## config.mk

```make
export PLATFORM = sky130hd
export DESIGN_NAME = mem_port_arbiter
export DESIGN_NICKNAME = d
export VERILOG_FILES = /design/src/rtl/mem_port_arbiter.sv
export SDC_FILE = /design/constraint.sdc
export NUM_CORES = 1
export LEC_CHECK = 0
export BUFFER_PORTS_ARGS = -buffer_cell sky130_fd_sc_hd__buf_2
export CAP_MARGIN = 40
export CORE_MARGIN = 1.5
export CORE_UTILIZATION = 50
export CTS_BUF_LIST = sky130_fd_sc_hd__clkbuf_4 sky130_fd_sc_hd__clkbuf_8
export DETAILED_ROUTE_END_ITERATION = 16
export PLACE_DENSITY = 0.95
export REMOVE_ABC_BUFFERS = 1
export SYNTH_ARGS = -nofsm -noshare
export SYNTH_HDL_FRONTEND = slang
export SYNTH_SLANG_ARGS = --single-unit
```

## constraint.sdc

```tcl
create_clock -name clk -period 5.2 [get_ports clk]
set_input_delay 0 -clock clk [delete_from_list [all_inputs] [get_ports clk]]
set_output_delay 0 -clock clk [all_outputs]
set_load 0.005 [all_outputs]
```

## src/rtl/mem_port_arbiter.sv

```systemverilog
// Two-requester (fetch / data) arbiter for the single external memory port.
// Optional starvation guard for fetch enabled by defining ARB_FAIR_EN.
module mem_port_arbiter #(
    parameter int unsigned ADDR_W     = 32,
    parameter int unsigned DATA_W     = 32,
    parameter int unsigned STARVE_MAX = 4
) (
    input  logic              clk,
    input  logic              rstn,
    input  logic              if_req,
    input  logic [ADDR_W-1:0] if_addr,
    input  logic              if_flush,
    output logic              if_done,
    output logic [DATA_W-1:0] if_rdata,
    input  logic              dm_req,
    input  logic              dm_we,
    input  logic [ADDR_W-1:0] dm_addr,
    input  logic [DATA_W-1:0] dm_wdata,
    output logic              dm_done,
    output logic [DATA_W-1:0] dm_rdata,
    output logic              data_ready_mem,
    output logic              mem_valid,
    input  logic              mem_ready,
    output logic              mem_we,
    output logic [ADDR_W-1:0] mem_addr,
    output logic [DATA_W-1:0] mem_wdata,
    input  logic              mem_rvalid,
    input  logic [DATA_W-1:0] mem_rdata
);

    localparam logic [1:0] StIdle = 2'd0;
    localparam logic [1:0] StReq  = 2'd1;
    localparam logic [1:0] StResp = 2'd2;
    localparam logic [1:0] StDone = 2'd3;

    localparam logic [3:0] StarveLim = 4'(STARVE_MAX);

    logic [1:0]        state_q, state_d;
    logic              owner_q, owner_d;  // 1: data access, 0: fetch
    logic              drop_q, drop_d;
    logic              mem_valid_q, mem_valid_d;
    logic              mem_we_q, mem_we_d;
    logic [ADDR_W-1:0] mem_addr_q, mem_addr_d;
    logic [DATA_W-1:0] mem_wdata_q, mem_wdata_d;
    logic              if_done_q, if_done_d;
    logic              dm_done_q, dm_done_d;
    logic [DATA_W-1:0] if_rdata_q, if_rdata_d;
    logic [DATA_W-1:0] dm_rdata_q, dm_rdata_d;

    logic force_if;
    logic grant_dm;
    logic grant_if;
    logic if_waiting;

    assign if_waiting = if_req && !if_flush;

`ifdef ARB_FAIR_EN
    logic [3:0] starve_q, starve_d;

    assign force_if = (starve_q == StarveLim) && if_waiting;

    always_comb begin
        starve_d = starve_q;
        if (state_q == StIdle) begin
            if (grant_if) begin
                starve_d = '0;
            end else if (grant_dm && if_waiting) begin
                starve_d = starve_q + 4'd1;
            end
        end
    end

    always_ff @(posedge clk or negedge rstn) begin
        if (!rstn) begin
            starve_q <= '0;
        end else begin
            starve_q <= starve_d;
        end
    end
`else
    logic unused_starve;
    assign unused_starve = ^StarveLim;
    assign force_if      = 1'b0;
`endif

    assign grant_dm = dm_req && !force_if;
    assign grant_if = if_waiting && !grant_dm;

    always_comb begin
        state_d     = state_q;
        owner_d     = owner_q;
        drop_d      = drop_q;
        mem_valid_d = mem_valid_q;
        mem_we_d    = mem_we_q;
        mem_addr_d  = mem_addr_q;
        mem_wdata_d = mem_wdata_q;
        if_rdata_d  = if_rdata_q;
        dm_rdata_d  = dm_rdata_q;
        if_done_d   = 1'b0;
        dm_done_d   = 1'b0;
        case (state_q)
            StIdle: begin
                if (grant_dm || grant_if) begin
                    state_d     = StReq;
                    owner_d     = grant_dm;
                    drop_d      = 1'b0;
                    mem_valid_d = 1'b1;
                    mem_we_d    = grant_dm && dm_we;
                    mem_addr_d  = grant_dm ? dm_addr : if_addr;
                    mem_wdata_d = grant_dm ? dm_wdata : '0;
                end
            end
            StReq: begin
                if (!owner_q && if_flush) drop_d = 1'b1;
                if (mem_ready) begin
                    mem_valid_d = 1'b0;
                    state_d     = StResp;
                end
            end
            StResp: begin
                if (!owner_q && if_flush) drop_d = 1'b1;
                if (mem_rvalid) begin
                    state_d = StDone;
                    if (owner_q) begin
                        dm_rdata_d = mem_rdata;
                        dm_done_d  = 1'b1;
                    end else if (!(drop_q || if_flush)) begin
                        // A flush in the response cycle itself still discards the fetch.
                        if_rdata_d = mem_rdata;
                        if_done_d  = 1'b1;
                    end
                end
            end
            default: begin
                drop_d  = 1'b0;
                state_d = StIdle;
            end
        endcase
    end

    always_ff @(posedge clk or negedge rstn) begin
        if (!rstn) begin
            state_q     <= StIdle;
            owner_q     <= 1'b0;
            drop_q      <= 1'b0;
            mem_valid_q <= 1'b0;
            mem_we_q    <= 1'b0;
            mem_addr_q  <= '0;
            mem_wdata_q <= '0;
            if_done_q   <= 1'b0;
            dm_done_q   <= 1'b0;
            if_rdata_q  <= '0;
            dm_rdata_q  <= '0;
        end else begin
            state_q     <= state_d;
            owner_q     <= owner_d;
            drop_q      <= drop_d;
            mem_valid_q <= mem_valid_d;
            mem_we_q    <= mem_we_d;
            mem_addr_q  <= mem_addr_d;
            mem_wdata_q <= mem_wdata_d;
            if_done_q   <= if_done_d;
            dm_done_q   <= dm_done_d;
            if_rdata_q  <= if_rdata_d;
            dm_rdata_q  <= dm_rdata_d;
        end
    end

    assign mem_valid = mem_valid_q;
    assign mem_we    = mem_we_q;
    assign mem_addr  = mem_addr_q;
    assign mem_wdata = mem_wdata_q;
    assign if_done   = if_done_q;
    assign dm_done   = dm_done_q;
    assign if_rdata  = if_rdata_q;
    assign dm_rdata  = dm_rdata_q;

    // Stall is combinational so the pipeline freezes in the same cycle dm_req rises.
    assign data_ready_mem = !rstn || !dm_req || dm_done_q;

endmodule

```

## Yosys cells after proc, flatten, opt, wreduce, memory -nomap -nowiden

Cells that the tools add are included.

- Register bits after elaboration: 136
- Input bits: 136
- Latch bits: 0
- Output and inout port bits: 133
- Memory bits (writable): 0
- Memories kept: 0
- Logic and storage cells: 59
- Memory bits (read-only): 0

- Eq/ne operators: 6
- $add $sub $neg: 0
- Divide/modulo/power cells: 0
- Reductions and logical operators: 21
- Bitwise gates (word level): 2
- Multiply operators: 0
- Shifts and indexed selects: 0
- $lt $le $gt $ge: 0
- Mux-type cells: 19

Operators with widths:

| cell | count |
|---|---|
| 2-to-1 mux 32 bit | 2 |
| 2-to-1 mux 1 bit | 11 |
| AND reduction 3 bit | 3 |
| 2-to-1 mux 2 bit | 3 |
| != test 2 bit, second input constant | 3 |
| one-hot mux 2 bit (3 select lines) | 1 |
| logical AND 1 bit | 4 |
| zero test 1 bit | 4 |
| logical OR 1 bit | 4 |
| one-hot mux 1 bit (2 select lines) | 2 |
| AND reduction 2 bit | 2 |
| AND reduction 4 bit | 1 |
| equality test 2 x 1 -> 1 bit, second input constant | 1 |
| equality test 2 bit, second input constant | 1 |
| zero test 2 bit | 1 |
| != test 2 x 1 -> 1 bit, second input constant | 1 |
| NOT 1 bit | 2 |
| nonzero test 2 bit | 1 |
| OR reduction 2 bit | 1 |

## Longest topological paths before layout

- Depth in word-level cells: 6
- Mapped depth: 8
- Gate-level depth less buffers: 6

## Worst setup path before layout

OpenSTA, ideal clock, no wires.

- Kind: reg2reg
- Start: reg state_q[0]
- End: reg if_rdata_q[10] (netlist: if_rdata[10])
- Setup slack: 3.499 ns
- Clock period less this slack: 1.701 ns
- Arrival: 1.576 ns
- Data required time: 5.075 ns
- Setup time: 0.125 ns
- Cell stages (with the launch flop): 7
- Cells stage by stage: dfrtp_1 > inv_1 > ha_1 > nand2_1 > nor4_4 > buf_6 > mux2_2

- Cells in the longest elaborated chain, start to end: 2

Ends and longest elaborated chain:

| what | RTL line | text |
|---|---|---|
| start, declared | 38 | `logic [1:0] state_q, state_d;` |
| start signal, assigned | 143 | `state_q <= StIdle;` |
| start signal, assigned | 155 | `state_q <= state_d;` |
| equality test 2 bit | 101 | `case (state_q)` |
| AND reduction 4 bit (no source line) | n/a |  |
| end signal, assigned | 164 | `if_rdata_q <= if_rdata_d;` |
| end, declared | 47 | `logic [DATA_W-1:0] if_rdata_q, if_rdata_d;` |

Every way passes these cells.
A chain may end at the register's enable or synchronous reset.

## Final worst setup path

- Start: reg state_q[0]
- End: reg mem_addr_q[20] (netlist: mem_addr[20])

- Cells in the longest elaborated chain, start to end: 2

Ends and longest elaborated chain:

| what | RTL line | text |
|---|---|---|
| zero test 2 bit | 101 |  |
| AND reduction 2 bit (no source line) | n/a |  |
| end signal, assigned | 160 | `mem_addr_q <= mem_addr_d;` |
| end, declared | 43 | `logic [ADDR_W-1:0] mem_addr_q, mem_addr_d;` |

Every way passes these cells.

==> results.txt <==
outcome: complete, no violations
Max Buffers Root-to-Sink: 2
DRT iter0 DRCs: 409
TNS Setup: 0 ns
post-synth top area cell: dfrtp_1
initial antenna violation count: 0
RSZ-0062 raised after global routing: no
syn_area_per_cell: 12.1 um^2
Worst-Margin Slew: 0.933 ns
die width: 108 um
WP data arrival: 2.62 ns
routed vias: 5398
most frequent cells in the layout: 267 x buf_2, 136 x dfrtp_1, 131 x dlygate4sd3_1
Congestion Overflow GR: 0
#FFs+latches synth: 136
Worst Reg-to-Reg Cells: 6
Final Hold Vio Count: 0
first-pass GRT wire length: 29500 um
Yosys Warn Count: 0
Final Non-Filler Cells: 1005
maxcap violations: 0
Num CTS Buffers: 17
Cell Rows: 38
root cell of the clock tree: clkbuf_8
Worst setup EP type: register
data required time of the worst path: 5.44 ns
layout cells sized above 1: 43.0%
Final Core Density: 80.6%
GRT Overall Usage: 33.7%
Max Transition Viols Final: 0
drt total wl: 19400 um
Final min period: 2.38 ns
final net count: 993
worst vdd ir: 269 uV
Setup Fix Bufs, Post-CTS: 0
CP top delay family: buffers and inverters
clock latency at the later pin of the worst-skew pair: 0.43 ns
placed insts: 843
critical path class: register to register
average wire per standard cell: 19.3 um
number of port buffers: 268
worst hold path cell count: 4
largest cells by area after synthesis: dfrtp_1 62%, mux2_2 13%, nand2_1 7.0%
Yosys cell types: 25
number of fill cells: 515
H-tree levels: 4
n_diodes: 0
cells along the critical path: inv_1, ha_1, buf_4, o21ai_4, buf_4, o21ai_0
Setup Skew: 0.0249 ns
Max stage delay on crit path: 0.61 ns
CP most frequent cell: buf_4
antenna-violating nets left: 0
CP Max Fanout: 59
drt via density: 5.37
Pwr Density: 514 mW/mm^2
Crit-path slowest cell: buf_4
FMAX: 420 MHz
drt first pass iters: 5
Hold Buf Count CTS: 131
Final setup viols: 0
mapped cell area: 0.00551 mm^2
period utilization: 45.8%
DRC: 0
Final GP Congestion: 0.812
Leak: 4.55 nW
Crit path depth: 6
Clock transition at path regs: 0.08 ns
most common cell after layout, fill and taps aside: buf_2
Seq/Total Area, Yosys: 61.7%
Die Y: 108 um
Resized cells post-CTS: 0
Syn-to-layout area delta: 57.7%
Die ar.: 0.0117 mm^2
largest net degree at the start of global routing: 70
area fraction of the dominant cell type after synthesis: 61.7%
Initial Util: 51.1%
vias in the first global route: 5844
DP HPWL: 10000 um
critical path buffer and inverter count: 3
core footprint: 0.0108 mm^2
CTS tree: done
Cells after Synth: 456
relative slew slack: 37.8%
worst hold path type: input port to register
clk sink count: 136
CP Launch Type: register
IO Pins: 269
total power: 4.47 mW
==> Yosys cell counts (all sizes together) <==
| cell type | n |
|---|---|
| ha | 4 |
| a21oi | 2 |
| nand3b | 1 |
| o22ai | 1 |
| dfrtp | 136 |
| mux2 | 65 |
| nand2b | 2 |
| o22a | 1 |
| nor2b | 2 |
| nand2 | 103 |
| o21ai | 35 |
| nor3b | 1 |
| buf | 23 |
| nor2 | 2 |
| clkbuf | 5 |
| mux2i | 32 |
| a211o | 1 |
| nor4 | 1 |
| nand3 | 34 |
| inv | 5 |
==> flip-flops by register name (all words and copies together) (netlist names) <==
name and count:
dm_done 1, dm_rdata 32, drop_q 1, if_done 1
if_rdata 32, mem_addr 32, mem_valid 1, mem_wdata 32
mem_we 1, owner_q 1, state_q 2
==> worst paths after layout <==
kind | from | slack (ns) | endpoint
max in group asynchronous | rstn | 4.04 | dm_rdata[17]
min | mem_rvalid | 0.03 | state_q[0]
max | state_q[0] | 2.82 | mem_addr[20]
min reg2reg | mem_wdata[14] | 0.47 | mem_wdata[14]
min in group asynchronous | rstn | 0.07 | mem_addr[4]
max reg2reg | state_q[0] | 2.82 | mem_addr[20]
==> metrics by stage <==
stage               instance area [um^2]  hold WS, ns  setup slack (ns)
detailed placement                  6970      -0.0203              2.98
floorplan                           5360       -0.296              2.57
CTS                                 8690       0.0184              2.97
finish                              8690       0.0346              2.82
global placement                    6940      -0.0255              3.03
global route                        8690       0.0330              2.67
==> logic make-up (layout without fill, tap and decap cells) <==
| logic type | after synthesis | in the layout | synth area share (%) |
|---|---|---|---|
| AND/OR/NAND/NOR | 146 | 146 | 11.3 |
| AO/OA/AOI/OAI | 40 | 40 | 3.86 |
| multiplexers | 97 | 97 | 19.1 |
| buffers and inverters | 33 | 442 | 3.06 |
| adder cells (fa/ha/maj) | 4 | 4 | 0.908 |
| flip-flops | 136 | 136 | 61.7 |
==> worst register-to-register path, stage by stage, from the launching register on <==
cell	delay, ns
dfrtp_1	0.39
inv_1	0.08
ha_1	0.19
buf_4	0.25
o21ai_4	0.40
buf_4	0.61
o21ai_0	0.30
==> cell type report <==
type	count	area, um^2	area share (%)
Sequential cell	136	3400	39.1
Timing Repair Buffer	406	2730	31.4
Multi-Input combinational cell	287	1950	22.4
Clock buffer	18	248	2.85
Tap cell	140	175	2.01
Clock inverter	13	170	1.96
Inverter	5	18.8	0.216
==> per-layer routing <==
layer / vias up / track usage [%] / share of wire [%]
met5: - / 0 / 0
met4: 0 / 25.6 / 7.2
met3: 122 / 10.5 / 8.4
met2: 367 / 56.1 / 49
met1: 2575 / 35.9 / 35
li1: 2334 / - / -
==> power breakdown <==
group | switching [mW] | total, mW | internal (mW)
clock network | 0.427 | 0.918 | 0.491
registers | 0.308 | 1.87 | 1.56
logic | 0.867 | 1.69 | 0.818
No activity file was read; power rests on OpenSTA's default activity.
